`config.mk`:
```
export PLATFORM = sky130hd
export DESIGN_NAME = apb_pwm_bank
export DESIGN_NICKNAME = d
export VERILOG_FILES = /design/src/rtl/apb_pwm_bank.sv
export SDC_FILE = /design/constraint.sdc
export NUM_CORES = 1
export LEC_CHECK = 0
export CORE_AREA = 2 2 221 223
export CTS_CLUSTER_DIAMETER = 100
export DETAILED_ROUTE_END_ITERATION = 12
export DIE_AREA = 0 0 223 225
export PLACE_DENSITY = 0.83
export RECOVER_POWER = 100
export REMOVE_ABC_BUFFERS = 1
export SLEW_MARGIN = 20
export SYNTH_ARGS = -nofsm -noshare
export SYNTH_HDL_FRONTEND = slang
export SYNTH_SLANG_ARGS = --single-unit
```
`constraint.sdc`:
```
create_clock -name PCLK -period 19.1 [get_ports PCLK]
set_input_delay 3.82 -clock PCLK [delete_from_list [all_inputs] [get_ports PCLK]]
set_output_delay 3.82 -clock PCLK [all_outputs]
set_load 0.05 [all_outputs]
```
`src/rtl/apb_pwm_bank.sv`:
```
// APB3-mapped bank of NCH independent PWM channels with shadowed period/duty,
// wrap interrupts (W1C status) and a multi-channel counter restart register.
module apb_pwm_bank #(
  parameter int unsigned NCH = 4,
  parameter int unsigned CW  = 24
) (
  input  logic           PCLK,
  input  logic           PRESET,
  input  logic           PSEL,
  input  logic           PENABLE,
  input  logic           PWRITE,
  input  logic [31:0]    PADDR,
  input  logic [31:0]    PWDATA,
  output logic [31:0]    PRDATA,
  output logic           PREADY,
  output logic           PSLVERR,
  output logic [NCH-1:0] PWM_OUT,
  output logic           PWM_IRQ
);

  localparam int unsigned CTRL_W = 3;

  logic [CTRL_W-1:0] ctrl     [NCH];
  logic [CW-1:0]     per_sh   [NCH];
  logic [CW-1:0]     duty_sh  [NCH];
  logic [CW-1:0]     per_act  [NCH];
  logic [CW-1:0]     duty_act [NCH];
  logic [CW-1:0]     cnt      [NCH];
  logic [NCH-1:0]    irq_stat;

  logic [11:0]    off;
  logic [1:0]     rsel;
  logic           access;
  logic           is_stat;
  logic           is_sync;
  logic           wr_ok;
  logic [NCH-1:0] ch_hit;
  logic [NCH-1:0] run;
  logic [NCH-1:0] wrap;
  logic [NCH-1:0] ie;
  logic           unused_bits;

  assign off         = PADDR[11:0];
  assign rsel        = off[3:2];
  assign access      = PSEL & PENABLE;
  assign is_stat     = (off == 12'h100);
  assign is_sync     = (off == 12'h104);
  assign PREADY      = 1'b1;
  assign unused_bits = ^{PADDR[31:12], PWDATA};

  // Address decode, error response and read mux
  always_comb begin
    ch_hit = '0;
    for (int n = 0; n < int'(NCH); n++) begin
      if (off[11:4] == 8'(n) && off[1:0] == 2'b00) ch_hit[n] = 1'b1;
    end
    PSLVERR = access & (~(|ch_hit | is_stat | is_sync) |
                        (PWRITE & (|ch_hit) & (rsel == 2'd3)));
    wr_ok   = access & PWRITE & ~PSLVERR;
    PRDATA  = '0;
    if (access) begin
      for (int n = 0; n < int'(NCH); n++) begin
        if (ch_hit[n]) begin
          case (rsel)
            2'd0:    PRDATA = 32'(ctrl[n]);
            2'd1:    PRDATA = 32'(per_sh[n]);
            2'd2:    PRDATA = 32'(duty_sh[n]);
            default: PRDATA = 32'(cnt[n]);
          endcase
        end
      end
      if (is_stat) PRDATA = 32'(irq_stat);
    end
  end

  // Per-channel run/wrap qualifiers
  always_comb begin
    for (int n = 0; n < int'(NCH); n++) begin
      run[n]  = ctrl[n][0] && (per_act[n] != '0);
      wrap[n] = run[n] && (cnt[n] == per_act[n] - CW'(1));
      ie[n]   = ctrl[n][2];
    end
  end

  always_ff @(posedge PCLK) begin
    if (PRESET) begin
      for (int n = 0; n < int'(NCH); n++) begin
        ctrl[n]     <= '0;
        per_sh[n]   <= '0;
        duty_sh[n]  <= '0;
        per_act[n]  <= '0;
        duty_act[n] <= '0;
        cnt[n]      <= '0;
      end
      irq_stat <= '0;
      PWM_OUT  <= '0;
      PWM_IRQ  <= 1'b0;
    end else begin
      for (int n = 0; n < int'(NCH); n++) begin
        if (wr_ok && ch_hit[n]) begin
          case (rsel)
            2'd0:    ctrl[n]    <= PWDATA[CTRL_W-1:0];
            2'd1:    per_sh[n]  <= PWDATA[CW-1:0];
            2'd2:    duty_sh[n] <= PWDATA[CW-1:0];
            default: ;
          endcase
        end
        // Active values follow the shadows while idle, else only at wrap
        if (!ctrl[n][0] || wrap[n]) begin
          per_act[n]  <= per_sh[n];
          duty_act[n] <= duty_sh[n];
        end
        if (!run[n] || wrap[n] || (wr_ok && is_sync && PWDATA[n]))
          cnt[n] <= '0;
        else
          cnt[n] <= cnt[n] + CW'(1);
        PWM_OUT[n]  <= run[n] ? ((cnt[n] < duty_act[n]) ^ ctrl[n][1]) : ctrl[n][1];
        // A wrap on the same edge as a W1C keeps the bit set
        irq_stat[n] <= wrap[n] | (irq_stat[n] & ~(wr_ok & is_stat & PWDATA[n]));
      end
      PWM_IRQ <= |(irq_stat & ie);
    end
  end

endmodule

```
* After elaboration in Yosys (flattened, before gate mapping)
Memories as Yosys holds them, arrays and structs flattened.
Cells that the tools add are included.
** Storage, ports and cells
- Register bits :: 9
- Input port bits :: 69
- Memories kept :: 6
- Memory bits (read-only) :: 0
- Memory bits (writable) :: 492
- Word-level logic and storage cells :: 267
- Bits in latches :: 0
** Cells by class
- Equal/unequal tests :: 12
- Order comparisons :: 4
- Muxes and demuxes :: 123
- Bitwise gates (word level) :: 61
- Divide/modulo/power cells :: 0
- Reduce and logical (&&, ||, !) cells :: 50
- Add/sub/neg operators :: 8
- Multipliers :: 0
- Shifts and indexed selects :: 0
** Memories
- cnt :: words 4, width 24, rd ports 4, clocked after Yosys merged registers in 0, write ports 4, line 28 : logic [CW-1:0] cnt [NCH];
- duty_act :: words 4, width 24, rd ports 4, clocked after Yosys merged registers in 0, write ports 4, line 27 : logic [CW-1:0] duty_act [NCH];
- duty_sh :: words 4, width 24, rd ports 4, clocked after Yosys merged registers in 0, write ports 4, line 25 : logic [CW-1:0] duty_sh [NCH];
- per_act :: words 4, width 24, rd ports 4, clocked after Yosys merged registers in 0, write ports 4, line 26 : logic [CW-1:0] per_act [NCH];
- per_sh :: words 4, width 24, rd ports 4, clocked after Yosys merged registers in 0, write ports 4, line 24 : logic [CW-1:0] per_sh [NCH];
- ctrl :: words 4, width 3, rd ports 4, clocked after Yosys merged registers in 0, write ports 4, line 23 : logic [CTRL_W-1:0] ctrl [NCH];
** Operators with widths (number)
- two-way mux 24 bit :: 25
- case mux 24 bit (3 select lines) :: 4
- two-way mux 32 bit :: 5
- adder 24 x 1 -> 24 bit (second input constant) :: 4
- == test 24 bit :: 4
- < comparator 24 bit :: 4
- nonzero test 24 bit :: 4
- subtractor 24 x 1 -> 24 bit (second input constant) :: 4
- two-way mux 1 bit :: 85
- OR 1 bit :: 35
- == test 12 x 9 -> 1 bit (second input constant) :: 2
- logical AND 1 bit :: 21
- == test 8 x 2 -> 1 bit (second input constant) :: 2
- bitwise AND 1 bit :: 15
- logical OR 1 bit :: 12
- two-way mux 3 bit :: 4
- == test 8 x 1 -> 1 bit (second input constant) :: 1
- logical NOT 1 bit :: 8
- logical NOT 8 bit :: 1
- OR reduction 4 bit :: 2
- inverter 1 bit :: 6
- bitwise AND 4 bit :: 1
- == test 2 bit (second input constant) :: 2
- logical NOT 2 bit :: 2
- other kinds (2) :: 5

* Logic depth before layout (Yosys ltp)
Gate-level depths: netlist of run 1.
- Word-level depth :: 19
- Gate-level depth with buffers :: 12
- Depth with buffers taken out :: 9

* Worst setup path after synthesis of run 1
No wires, ideal clock.
- Path type :: input -> output
- Start :: input port PADDR[2]
- End :: output port PRDATA[23]
- Arrival time :: 7.593 ns
- Stages on the path :: 6
- Path slack :: 7.687 ns
- Required time :: 15.280 ns
- Buffers on the path :: 2
- Cell sequence :: buf_1 -> or2_2 -> nor2_1 -> or2_2 -> clkbuf_1 -> a2111oi_0
** On the way
- Cells in the longest elaborated chain, start to end :: 8
- Elaborated cells between the ends (all ways) :: 14
- Classes of those cells :: 3 x eq/ne; 10 x mux; 1 x reduce/logical
** RTL lines
- start: declaration :: line 12 : input logic [31:0] PADDR,
- == test 2 bit, or another cell as far along :: line 64 : case (rsel)
- case mux 24 bit (3 select lines) :: line 64
- two-way mux 24 bit :: line 63 : if (ch_hit[n]) begin
- two-way mux 32 bit (3 in a row) :: line 63
- two-way mux 32 bit * :: line 72 : if (is_stat) PRDATA = 32'(irq_stat);
- two-way mux 32 bit * :: line 61 : if (access) begin
- end: declaration :: line 14 : output logic [31:0] PRDATA,
Mark *: on every way between the ends. The rest lies on a longest branch, timed or not.

* Final worst setup path of run 1
Ends and elaborated chain as after synthesis.

==> reports/metrics.yaml, run 1 <==
synth_simple_gate_area_share_pct: 20.8
cp_common_cell: "clkbuf_1"
end_kind: "output pin"
synth.most_common_cell: "edfxtp_1"
grt_setup_unrepaired: "false"
regToRegSetupSlack_ns: 13.00
placed_area_um2: 32000
path_class: "input pin to output pin"
hpwlAfterDp_um: 60900
synth_common_cells: "edfxtp_1 (492), and2_1 (254), clkbuf_1 (169)"
synth_cells: 2822
synth_top_flop_cell: "edfxtp_1"
wl_um: 90800
synth_xor_area_share_pct: 6.03
hold_start: "irq_stat[3]$_SDFF_PP0_"
ys_types: 83
synth_top_family_by_area: "simple AND/OR/NAND/NOR gates"
synth_area_per_cell_um2: 10.9
start_util_pct: 64.4
die_area_um2: 50200
fin_crit_sh_pct: 78.1
insertion_delay_ns: 0.62
die_w_um: 223
grt_overflow_total: 0
final_antenna_net_count: 0
vias: 24500
slew-limit-headroom_pct: -199
clock_path_buffers: 3
drv_slew: 764
synth_seq_cells: 501
io_pins: 108
htreeDepth: 2
ctsRootBufferMaster: "clkbuf_16"
hold_viol: 0
synth-edff-count: 492
drtIter0Drc: 3556
placementRows: 80
drc: 0
via_per_inst: 6.92
p_leak_nw: 11.6
ys_seq_area_share_pct: 48.8
n_fill_cell: 3302
reg2reg_depth: 9
synth_mux_area_share_pct: 4.39
violations: "max-capacitance violations, max-slew violations"
hold-path-cell-count: 2
synth_warnings: 0
use_met1_pct: 48.1
max_freq_mhz: 67.0
crit_slowest_cell: "clkbuf_1"
irDropWorstVdd_v: 0.0000791
area_growth_pct: 9.63
fin_skew_ns: 0.0362
cts_hold_buf: 0
worst_r2r_startpoint: "per_act[1][10]$_SDFFCE_PN0P_"
grt.met3_usage_pct: 10.3
synth_largest_area_cell: "edfxtp_1"
min_period_ns: 14.92
path_buf_inv: 4
use_met2_pct: 54.5
yosys-top-cells-area: "edfxtp_1 (48%), and2_1 (5.2%), ha_1 (4.2%)"
grt_antenna_before_repair: 3
hold_class: "flip-flop to flip-flop"
firstDrtPassIters: 6
routedWlPerCell_um: 25.7
grt_pass1_wl_um: 137000
clock_sinks: 501
worstPathArrival_ns: 11.10
crit_chain: "buf_4, clkbuf_1, clkbuf_1, mux2_2, a221oi_1, a2111oi_0, clkdlybuf4s50_1"
synth.top_cell.area_share_pct: 48.2
finalNetCount: 3044
grt_start_max_net_pins: 96
synth-async-reset-ratio_pct: 0
design_area_um2: 33600
synth_compound_area_share_pct: 11.2
cp.required_ns: 15.28
yosys.area_share.adder_pct: 4.25
syn_area_um2: 30600
drive_above_1_share_pct: 7.92
numCtsBuffers: 54
fin_tns_setup_ns: 0
setup_viol: 0
grtUsageTotal_pct: 35.9
startpoint_type: "input pin"
dieHeight_um: 225
status: "finished with violations"
cts_setup_buffers: 0
cap_violations: 22
cp_top_family: "buffers and inverters"
portBuffers: 70
cts_resized: 0
path_depth: 7
r2r_end: "per_act[1][18]$_SDFFCE_PN0P_"
power.density_nw_per_um2: 83.1
cts_tree: "yes"
hold_end: "irq_stat[3]$_SDFF_PP0_"
critPathMaxFanout: 37
stdcell_count: 3532
dp.cells: 3429
slowest_delay_ns: 2.22
gp_congestion: 1.01
coreArea_um2: 47500
top_usage_layer: "met2"
tightest_slew_ns: 4.43
clk_pin_slew_ns: 0.06
grt_pass1_vias: 23300
## sequential cells by signal (all words and copies together), names as in the netlist
register and cells:
PWM_IRQ 1, PWM_OUT 4, cnt 96, ctrl 12, duty_act 96, duty_sh 96, irq_stat 4, per_act 96
per_sh 96
## worst min-delay path, delay by kind of cell, from the launching register on
kind | cells | cell delay, ns
flops | 1 | 0.33
simple gates | 1 | 0.06
compound gates | 1 | 0.06
## area by class of cell
| class | count | area (um2) | share of cell area (%) |
|---|---|---|---|
| well taps | 615 | 769 | 2.29 |
| repair buffers | 109 | 892 | 2.66 |
| clock buffers | 68 | 1480 | 4.39 |
| clock inverters | 33 | 334 | 0.995 |
| multi-input cells | 2082 | 14700 | 43.8 |
| diodes | 1 | 2.50 | 0.00745 |
| flip-flops and latches | 501 | 15000 | 44.5 |
| inverters | 123 | 462 | 1.37 |
## power by group
group | internal, mW | switching (mW)
registers | 1.28 | 0.0744
clock network | 0.638 | 0.448
logic | 0.131 | 0.220
total | 2.05 | 0.742
## cell usage in the layout, fill, tap and decap left out, drive strengths merged, types with 28 or more instances in the layout
cell	synthesis	layout
a221oi	41	41
a22oi	52	52
and2	254	254
and3	31	31
clkbuf	171	93
clkdlybuf4s50	0	39
conb	2	105
dlygate4sd3	0	28
edfxtp	492	492
ha	104	104
inv	123	125
mux2	85	85
nand2	141	141
nand2b	67	67
nand3	55	55
nand4	94	94
nor2	112	112
nor3	94	94
nor3b	57	57
nor4	89	89
o2111ai	51	51
o21ai	96	96
o32ai	49	49
xnor2	112	112
xor2	99	99
## worst max path at each step
stage / end / from / slack (ns)
finish: PRDATA[23] / PADDR[2] / 4.18
floorplan: PRDATA[23] / PADDR[3] / 5.87
global route: PRDATA[23] / PADDR[2] / 4.15
CTS: PRDATA[18] / PADDR[2] / 7.16
detailed placement: PRDATA[18] / PADDR[2] / 7.16
global placement: PRDATA[18] / PADDR[2] / 7.17
## cells by family after synthesis
group           count (synthesis)
other cells                     2
simple gates                 1093
flops                         501
mux                           105
fa+ha+maj                     104
compound gates                464
xor+xnor                      211
buf+inv                       342
## routing by layer
metal  vias to the layer above  wire [um]
met4                         2       4650
met3                       293      12400
met5                         -         12
met1                     11700      33500
li1                      10700          -
met2                      1752      40300
## metrics by stage
stage	util, %	power [mW]	hold slack (ns)	worst slack (ns)
floorplan	-	1.57	0.443	5.87
global placement	67.3	1.69	0.465	7.17
detailed placement	67.3	1.71	0.474	7.16
CTS	71.1	2.78	0.483	7.16
global route	70.6	2.87	0.493	4.15
finish	70.6	2.79	0.486	4.18
(Power assumes the default switching activity.)
==> run 2: changes to the inputs <==
--- a/config.mk
+++ b/config.mk
@@ -5,11 +5,11 @@
 export SDC_FILE = /design/constraint.sdc
 export NUM_CORES = 1
 export LEC_CHECK = 0
-export CORE_AREA = 2 2 221 223
+export CORE_AREA = 2 2 224 226
 export CTS_CLUSTER_DIAMETER = 100
 export DETAILED_ROUTE_END_ITERATION = 12
-export DIE_AREA = 0 0 223 225
-export PLACE_DENSITY = 0.83
+export DIE_AREA = 0 0 226 228
+export PLACE_DENSITY = 0.81
 export RECOVER_POWER = 100
 export REMOVE_ABC_BUFFERS = 1
 export SLEW_MARGIN = 20
==> constraint.sdc (replaced) <==
create_clock -name PCLK -period 15.5 [get_ports PCLK]
set_input_delay 3.1 -clock PCLK [delete_from_list [all_inputs] [get_ports PCLK]]
set_output_delay 3.1 -clock PCLK [all_outputs]
set_load 0.05 [all_outputs]
==> run 2 against run 1 <==
Against the previous run: the flow still finishes with violations (max-capacitance violations, max-slew violations); clock skew decreased by 0.017 ns; count of clock-buffer cells in the layout fell by 4; sequential share of layout area decreased by 0.21 points; routed wire length grew 2.0%; flip-flop and latch count unchanged; global-route usage is 0.051 points lower; power rose by 23%; utilization shrank 2.3 points; highest routed layer unchanged; combinational power up 24%; cell count grew 2.0%; critical path type unchanged; worst setup slack got worse by 0.91 ns; via count decreased by 0.54%.
==> reports/metrics.yaml, run 2 (same netlist as run 1, synthesis figures left out) <==
cts_hold_buf: 0  # unchanged
setup_viol: 0  # unchanged
area_growth_pct: 10.1
start_util_pct: 62.1  # -2.4 points
grt_pass1_vias: 23500  # +0.98%
placementRows: 82  # +2.5%
fin_tns_setup_ns: 0  # unchanged
dieHeight_um: 228  # +1.3%
final_antenna_net_count: 0  # unchanged
numCtsBuffers: 53  # -1.9%
die_area_um2: 51500  # +2.7%
drc: 0  # unchanged
dp.cells: 3492  # +1.8%
hpwlAfterDp_um: 62600  # +2.8%
vias: 24300  # -0.54%
grtUsageTotal_pct: 35.9  # -0.051 points
final_common_cell: "edfxtp_1"
worstPathArrival_ns: 9.13  # -1.97 ns
hold_viol: 0  # unchanged
insertion_delay_ns: 0.62  # about the same
fin_skew_ns: 0.0189  # -0.0173 ns
mostFrequentLayoutCells: "edfxtp_1 (492), and2_0 (173), nand2_1 (141)"
status: "finished with violations"
grt_overflow_total: 0  # unchanged
violations: "max-capacitance violations, max-slew violations"
max_freq_mhz: 81.8
grt_setup_unrepaired: "false"
clock_sinks: 501  # unchanged
cts_tree: "yes"
io_pins: 108  # unchanged
startpoint_type: "input pin"
grt_pass1_wl_um: 140000  # +2.0%
grt_start_max_net_pins: 97  # +1.0%
p_leak_nw: 11.6  # +0.46%
irDropWorstVdd_v: 0.0000948  # +20%
portBuffers: 70  # unchanged
finalNetCount: 3050  # +0.20%
power.density_nw_per_um2: 102  # +23%
multi_input_area_um2: 14700  # about the same
cts_setup_buffers: 0  # unchanged
drive_above_1_share_pct: 8.32  # +0.39 points
die_w_um: 226  # +1.3%
n_fill_cell: 3676  # +11%
firstDrtPassIters: 6  # unchanged
seqCellArea_um2: 15000  # unchanged
finalPower_mw: 3.44  # +23%
drv_slew: 686  # -10%
via_per_inst: 6.75  # -2.5%
min_period_ns: 12.23
clock_path_buffers: 3  # unchanged
placed_area_um2: 32100  # +0.36%
wl_um: 92600  # +2.0%
fin_crit_sh_pct: 78.9
path_class: "input pin to output pin"
end_kind: "output pin"
tightest_slew_ns: 3.77  # -0.660 ns
cp.required_ns: 12.40  # -2.88 ns
grt_antenna_before_repair: 9  # +6
htreeDepth: 2  # unchanged
cap_violations: 19  # -14%
clk_pin_slew_ns: 0.06  # about the same
coreArea_um2: 49300  # +3.8%
stdcell_count: 3602  # +2.0%
routedWlPerCell_um: 25.7  # about the same
gp_congestion: 0.981  # -2.7%
slew-limit-headroom_pct: -151  # +47 points
cts_resized: 0  # unchanged
critPathMaxFanout: 56  # +51%
ctsRootBufferMaster: "clkbuf_16"
drtIter0Drc: 3364  # -5.4%
design_area_um2: 33700  # +0.47%
hold_class: "flip-flop to flip-flop"
## run 2: cell count changes in the layout (fill, tap and decap cells not counted), moves of 4 or more
| cell | previous run | this run |
|---|---|---|
| diode_2 | 1 | 8 |
| clkinv_1 | 16 | 9 |
| buf_4 | 17 | 23 |
| clkinv_2 | 6 | 15 |
| clkbuf_8 | 5 | 1 |
## run 2: where the power goes
part | total, mW | internal (mW) | switching, mW
clock network | 1.34 | 0.785 | 0.554
logic | 0.435 | 0.164 | 0.271
registers | 1.67 | 1.58 | 0.0924
total | 3.44 | 2.53 | 0.918
## run 2: metrics by stage
step | hold slack, ns | util, % | worst slack [ns]
floorplan | 0.443 | - | 3.71
global placement | 0.474 | 65.1 | 5.09
detailed placement | 0.481 | 65.1 | 4.94
CTS | 0.495 | 68.7 | 4.95
global route | 0.522 | 68.3 | 3.10
finish | 0.500 | 68.4 | 3.27
## run 2: worst paths after layout
path	endpoint	slack (ns)	start	cells past startpoint
min	irq_stat[3]$_SDFF_PP0_	0.50	irq_stat[3]$_SDFF_PP0_	2
max	PRDATA[0]	3.27	PADDR[2]	8
min reg2reg	irq_stat[3]$_SDFF_PP0_	0.50	irq_stat[3]$_SDFF_PP0_	2
max reg2reg	duty_act[1][19]$_SDFFCE_PN0P_	9.52	per_act[1][4]$_SDFFCE_PN0P_	9
## run 2: area by class of cell
type	count	area share [%]
flip-flops and latches	501	44.3
inverters	123	1.37
well taps	672	2.49
clock buffers	64	4.21
multi-input cells	2082	43.6
clock inverters	36	1.13
diodes	8	0.0593
repair buffers	116	2.86
## run 2: metal layers
layer / share of wire, % / wire length, um / GRT usage, % / vias up
li1: - / - / - / 10700
met1: 37 / 33900 / 46.2 / 11800
met2: 47 / 43300 / 56.7 / 1556
met3: 11 / 10400 / 8.44 / 310
met4: 5.3 / 4940 / 18.2 / 6
met5: 0.043 / 40 / 0 / -
## run 2: critical path: stages
cell and delay [ns]:
buf_4 0.20, clkbuf_1 2.68, buf_4 0.86, mux4_2 0.66, mux4_2 0.47, a22oi_1 0.17
nor2_1 0.13, dlygate4sd3_1 0.81
